`src/rtl/bcd_converter_8b.sv`:
```
// Pipelined 8-bit binary to BCD converter built on shift-and-add-3 stages.
// Also exposes one add-3 correction cell as a standalone combinational port.
module bcd_converter_8b #(
    parameter int LATENCY = 1
) (
    input  logic       clk,
    input  logic       rst_n,
    input  logic       in_valid,
    input  logic [7:0] bin_in,
    input  logic [3:0] add3_in,
    output logic [3:0] add3_out,
    output logic       out_valid,
    output logic [3:0] ones,
    output logic [3:0] tens,
    output logic [1:0] hundreds
);

    function automatic logic [3:0] add3_cell(input logic [3:0] nib);
        logic [3:0] res;
        if (nib >= 4'd5) begin
            res = nib + 4'd3;
        end else begin
            res = nib;
        end
        return res;
    endfunction

    // Scratch layout: [17:16] hundreds, [15:12] tens, [11:8] ones, [7:0] binary.
    // Bit 17 is always zero before a shift, so a rotate equals a left shift.
    function automatic logic [17:0] dd_stage(input logic [17:0] s);
        logic [17:0] c;
        c         = s;
        c[11:8]   = add3_cell(s[11:8]);
        c[15:12]  = add3_cell(s[15:12]);
        return {c[16:0], c[17]};
    endfunction

    logic [17:0] front_s;
    logic [17:0] back_in_s;
    logic [17:0] back_s;
    logic        back_valid_s;
    logic [9:0]  digits_q;
    logic        out_valid_q;

    // Standalone add-3 cell, independent of clock and reset
    always_comb begin
        add3_out = add3_cell(add3_in);
    end

    // First four shift stages
    always_comb begin
        front_s = {10'd0, bin_in};
        for (int i = 0; i < 4; i++) begin
            front_s = dd_stage(front_s);
        end
    end

    generate
        if (LATENCY == 1) begin : g_lat1
            // Back half fed directly from the front half
            always_comb begin
                back_in_s    = front_s;
                back_valid_s = in_valid;
            end
        end else if (LATENCY == 2) begin : g_lat2
            logic [17:0] mid_q;
            logic [17:0] mid_d;
            logic        mid_valid_q;

            // Mid-pipeline capture holds its contents on idle cycles
            always_comb begin
                if (in_valid) begin
                    mid_d = front_s;
                end else begin
                    mid_d = mid_q;
                end
            end

            // Pipeline register after the fourth shift stage
            always_ff @(posedge clk or negedge rst_n) begin
                if (!rst_n) begin
                    mid_q       <= 18'd0;
                    mid_valid_q <= 1'b0;
                end else begin
                    mid_q       <= mid_d;
                    mid_valid_q <= in_valid;
                end
            end

            // Back half fed from the pipeline register
            always_comb begin
                back_in_s    = mid_q;
                back_valid_s = mid_valid_q;
            end
        end else begin : g_bad_latency
            $error("bcd_converter_8b: LATENCY must be 1 or 2");
        end
    endgenerate

    // Last four shift stages
    always_comb begin
        back_s = back_in_s;
        for (int i = 0; i < 4; i++) begin
            back_s = dd_stage(back_s);
        end
    end

    // Output register: digits update only on a valid conversion
    always_ff @(posedge clk or negedge rst_n) begin
        if (!rst_n) begin
            digits_q    <= 10'd0;
            out_valid_q <= 1'b0;
        end else begin
            out_valid_q <= back_valid_s;
            if (back_valid_s) begin
                digits_q <= back_s[17:8];
            end
        end
    end

    assign hundreds  = digits_q[9:8];
    assign tens      = digits_q[7:4];
    assign ones      = digits_q[3:0];
    assign out_valid = out_valid_q;

endmodule

```
`config.mk`:
```
export PLATFORM = sky130hd
export DESIGN_NAME = bcd_converter_8b
export DESIGN_NICKNAME = d
export VERILOG_FILES = /design/src/rtl/bcd_converter_8b.sv
export SDC_FILE = /design/constraint.sdc
export NUM_CORES = 1
export LEC_CHECK = 0
export ABC_CLOCK_PERIOD_IN_PS = 1600
export BUFFER_PORTS_ARGS = -buffer_cell sky130_fd_sc_hd__buf_4
export CAP_MARGIN = 20
export CELL_PAD_IN_SITES_DETAIL_PLACEMENT = 0
export CELL_PAD_IN_SITES_GLOBAL_PLACEMENT = 2
export CORE_MARGIN = 4
export CORE_UTILIZATION = 34
export CTS_CLUSTER_SIZE = 24
export DETAILED_ROUTE_END_ITERATION = 16
export HOLD_SLACK_MARGIN = 0.03
export MAX_ROUTING_LAYER = met4
export PLACE_DENSITY = 0.91
export SLEW_MARGIN = 40
export SYNTH_ARGS = -nofsm -noshare
export SYNTH_HDL_FRONTEND = slang
export SYNTH_SLANG_ARGS = --single-unit
```
`constraint.sdc`:
```
create_clock -name clk -period 1.6 [get_ports clk]
set_input_delay 0.24 -clock clk [delete_from_list [all_inputs] [get_ports clk]]
set_output_delay 0.24 -clock clk [all_outputs]
set_load 0.005 [all_outputs]
```
==> impl_metrics.ini <==
[cells_and_area]
area_growth_pct = 70.7
n_fill_cell = 347
drive_above_1_share = 0.500
layout.nets = 306
diodes = 0
final_cell_area_mm2 = 0.00252

[sta]
max_freq_ghz = 0.286
slew_headroom = 0.652
timing.final.crit_share = 2.19
hold_viol = 0
worst_slew_pin_slew_ps = 521
layout_setup_ws_ps = -1900
setup_tns_ps = -16020
report.final.slew_viol_count = 0
finalCriticalPeriod_ps = 3500
hold_ws_ps = 230
skew_ps = 0
finalSetupViolations = 9
rsz0062_at_grt = yes

[placed_design]
gp_congestion = 0.913
io_buffer_count = 29
dp_hpwl_um = 3600
placed_cell_area_mm2 = 0.00223
pre_cts_slack_ps = -2370

[grt]
first_global_vias = 1810
grt_max_degree = 20
antenna_found_initial = 0
grt_pass1_wl_um = 7910
track_usage = 0.185
grt-ovfl-total = 0

[worst_setup_path]
critPathLaunchType = primary input
endpoint_kind = register
worstPathCellList = buf_8 > inv_6 > ha_4 > o21ai_4 > xnor2_4 > ha_2 > nand2b_4 > a32oi_4 > xnor2_2 > inv_2 > ha_2 > buf_4 > nor2b_2 > buf_4 > nor3b_4 > o21ai_2 > a221o_1 > xnor2_4 > or3_1 > nand3_1
worstPathRequired_ps = 1790
critPathTopFamily = simple AND/OR/NAND/NOR gates
cp_slowest_cell = a221o_1
critical_path_class = in2reg
crit_arrival_ps = 3690
slowest_delay_ps = 410
crit_buf_inv = 5
crit_fanout = 7

[synth]
synth_area_leader_cell = dfrtp_1
synth_compound_area_frac = 0.348
synth-seq-cells = 11
avgSynthCellArea_um2 = 7.82
async_reset_ff_frac = 1.00
synth_fa_ha_area_frac = 0.0847
synth_top_family_by_area = compound AO/OA/AOI/OAI gates
ys.flop_type = dfrtp_1
synth-seq-area-share = 0.186
synthSimpleGateAreaFrac = 0.238
muxShareOfSynthArea = 0.0398
synth-edff-count = 0
synth_top_area_share = 0.186
synth_xor_xnor_area_share = 0.0423
synth_area_leaders = dfrtp_1, ha_1, o21ai_0
synth_cell_type_count = 57
synth_nets = 214
syn_area_mm2 = 0.00148
yosys_warnings = 0
synthCells = 189
yosys-top-cells-count = nand2_1, o21ai_0, nor2_1

[floorplan]
die_area_mm2 = 0.00546
io_pins = 30
initial_utilization = 0.359
dieHeight_um = 73.9
die-width_um = 73.9
core_mm2 = 0.00412
core.rowCount = 23

[routing]
wl_met1_um = 2000
drc_errors = 0
dr_wl_met2_um = 2500
top_layer = met4
wl_met3_um = 173
ant_nets = 0
drtIter0Drc = 58
vias = 1840
routed_wl_um = 4770
drt-pass1-iter-count = 4
vias_per_cell = 5.58
avgRoutedWirePerCell_um = 14.5

[power_and_ir_drop]
swShare = 0.385
power_frac_seq = 0.180
p_int_w = 0.00140
p_switching_w = 0.000880
p_clk_frac = 0.128
peakVddDrop_mv = 0.344
pwr-share-comb = 0.692
p_leak_nw = 1.14
p_per_area_mw_per_mm2 = 905

[clocking]
clock-sinks = 11
clkSlewWorstSetupHoldPaths_ps = 50
cts_buffers = 3
clk_path_buf_depth = 2
clk_latency_ps = 240
cts_tree = done
cts_max_level = 1
root_buffer = clkbuf_8

[outcome]
violations = negative setup slack
outcome = finished, violations left

[min_path]
min_path_type = in2reg

[run]
max_cap_violations = 0
==> timing repair <==
item,CTS,global route
pin swaps,15,4
hold endpoints to repair,11,0
setup endpoints to repair,9,10
buffers inserted,18,3
hold buffers,1,0
resized for setup,16,9
==> final timing paths <==
check,cells after the start,endpoint,slack [ps],start
min in group asynchronous,2,digits_q[9]$_DFFE_PN0P_,360,rst_n
max in group asynchronous,2,digits_q[1]$_DFFE_PN0P_,1090,rst_n
min reg2reg,1,digits_q[3]$_DFFE_PN0P_,490,digits_q[3]$_DFFE_PN0P_
max reg2reg,2,digits_q[8]$_DFFE_PN0P_,650,digits_q[8]$_DFFE_PN0P_
max,20,digits_q[8]$_DFFE_PN0P_,-1900,bin_in[6]
min,2,digits_q[0]$_DFFE_PN0P_,230,bin_in[0]
==> final cells by class <==
type,instances,area [µm²],area share
Clock buffer,4,45.0,0.0179
Timing Repair Buffer,95,749,0.297
Tap cell,50,62.6,0.0248
Sequential cell,11,275,0.109
Multi-Input combinational cell,157,1340,0.530
Inverter,13,53.8,0.0213
==> power groups by stage <==
stage                     Clock [W]  Combinational (W)  Sequential (W)
after global routing       0.000310            0.00171        0.000420
after global placement            0            0.00129        0.000409
final                      0.000293            0.00158        0.000410
after detailed placement          0            0.00134        0.000416
after CTS                  0.000297            0.00150        0.000411
after floorplan                   0           0.000766        0.000413
==> registers in the layout (all words and copies together) (netlist names) <==
signal	flops
out_valid	1
digits_q	10
==> metal layers <==
metal / up-vias / track usage
met5: - / -
met4: 0 / 0.0604
met3: 9 / 0.0123
met2: 50 / 0.334
met1: 881 / 0.216
li1: 900 / -
==> per-stage QoR <==
step | cells | util | power, W
after global routing | 330 | 0.613 | 0.00244
after floorplan | 189 | - | 0.00118
after CTS | 328 | 0.597 | 0.00221
final | 330 | 0.613 | 0.00228
after global placement | 308 | 0.542 | 0.00170
after detailed placement | 308 | 0.542 | 0.00176
==> cells by family after synthesis <==
logic type | after synthesis
buf+inv | 21
compound gates | 71
flops | 11
simple gates | 66
mux | 5
fa+ha+maj | 10
xor+xnor | 5
==> cell usage in the layout, fill, tap and decap left out, drive strengths merged, types with 2 or more instances in the layout <==
cell / n
o22ai: 3
nand2b: 5
a211oi: 2
a211o: 2
a21o: 3
a31oi: 3
a221oi: 2
nor4: 3
ha: 10
o211ai: 5
o311ai: 2
o21ai: 19
a22oi: 2
o2bb2ai: 3
nor3: 5
xnor2: 5
clkbuf: 4
nand2: 16
a21oi: 11
nor2: 15
dfrtp: 11
nor2b: 2
and3: 4
nand3b: 2
mux2: 4
buf: 94
nand3: 7
o311a: 2
inv: 12
Power figures use the tool's default switching activity.
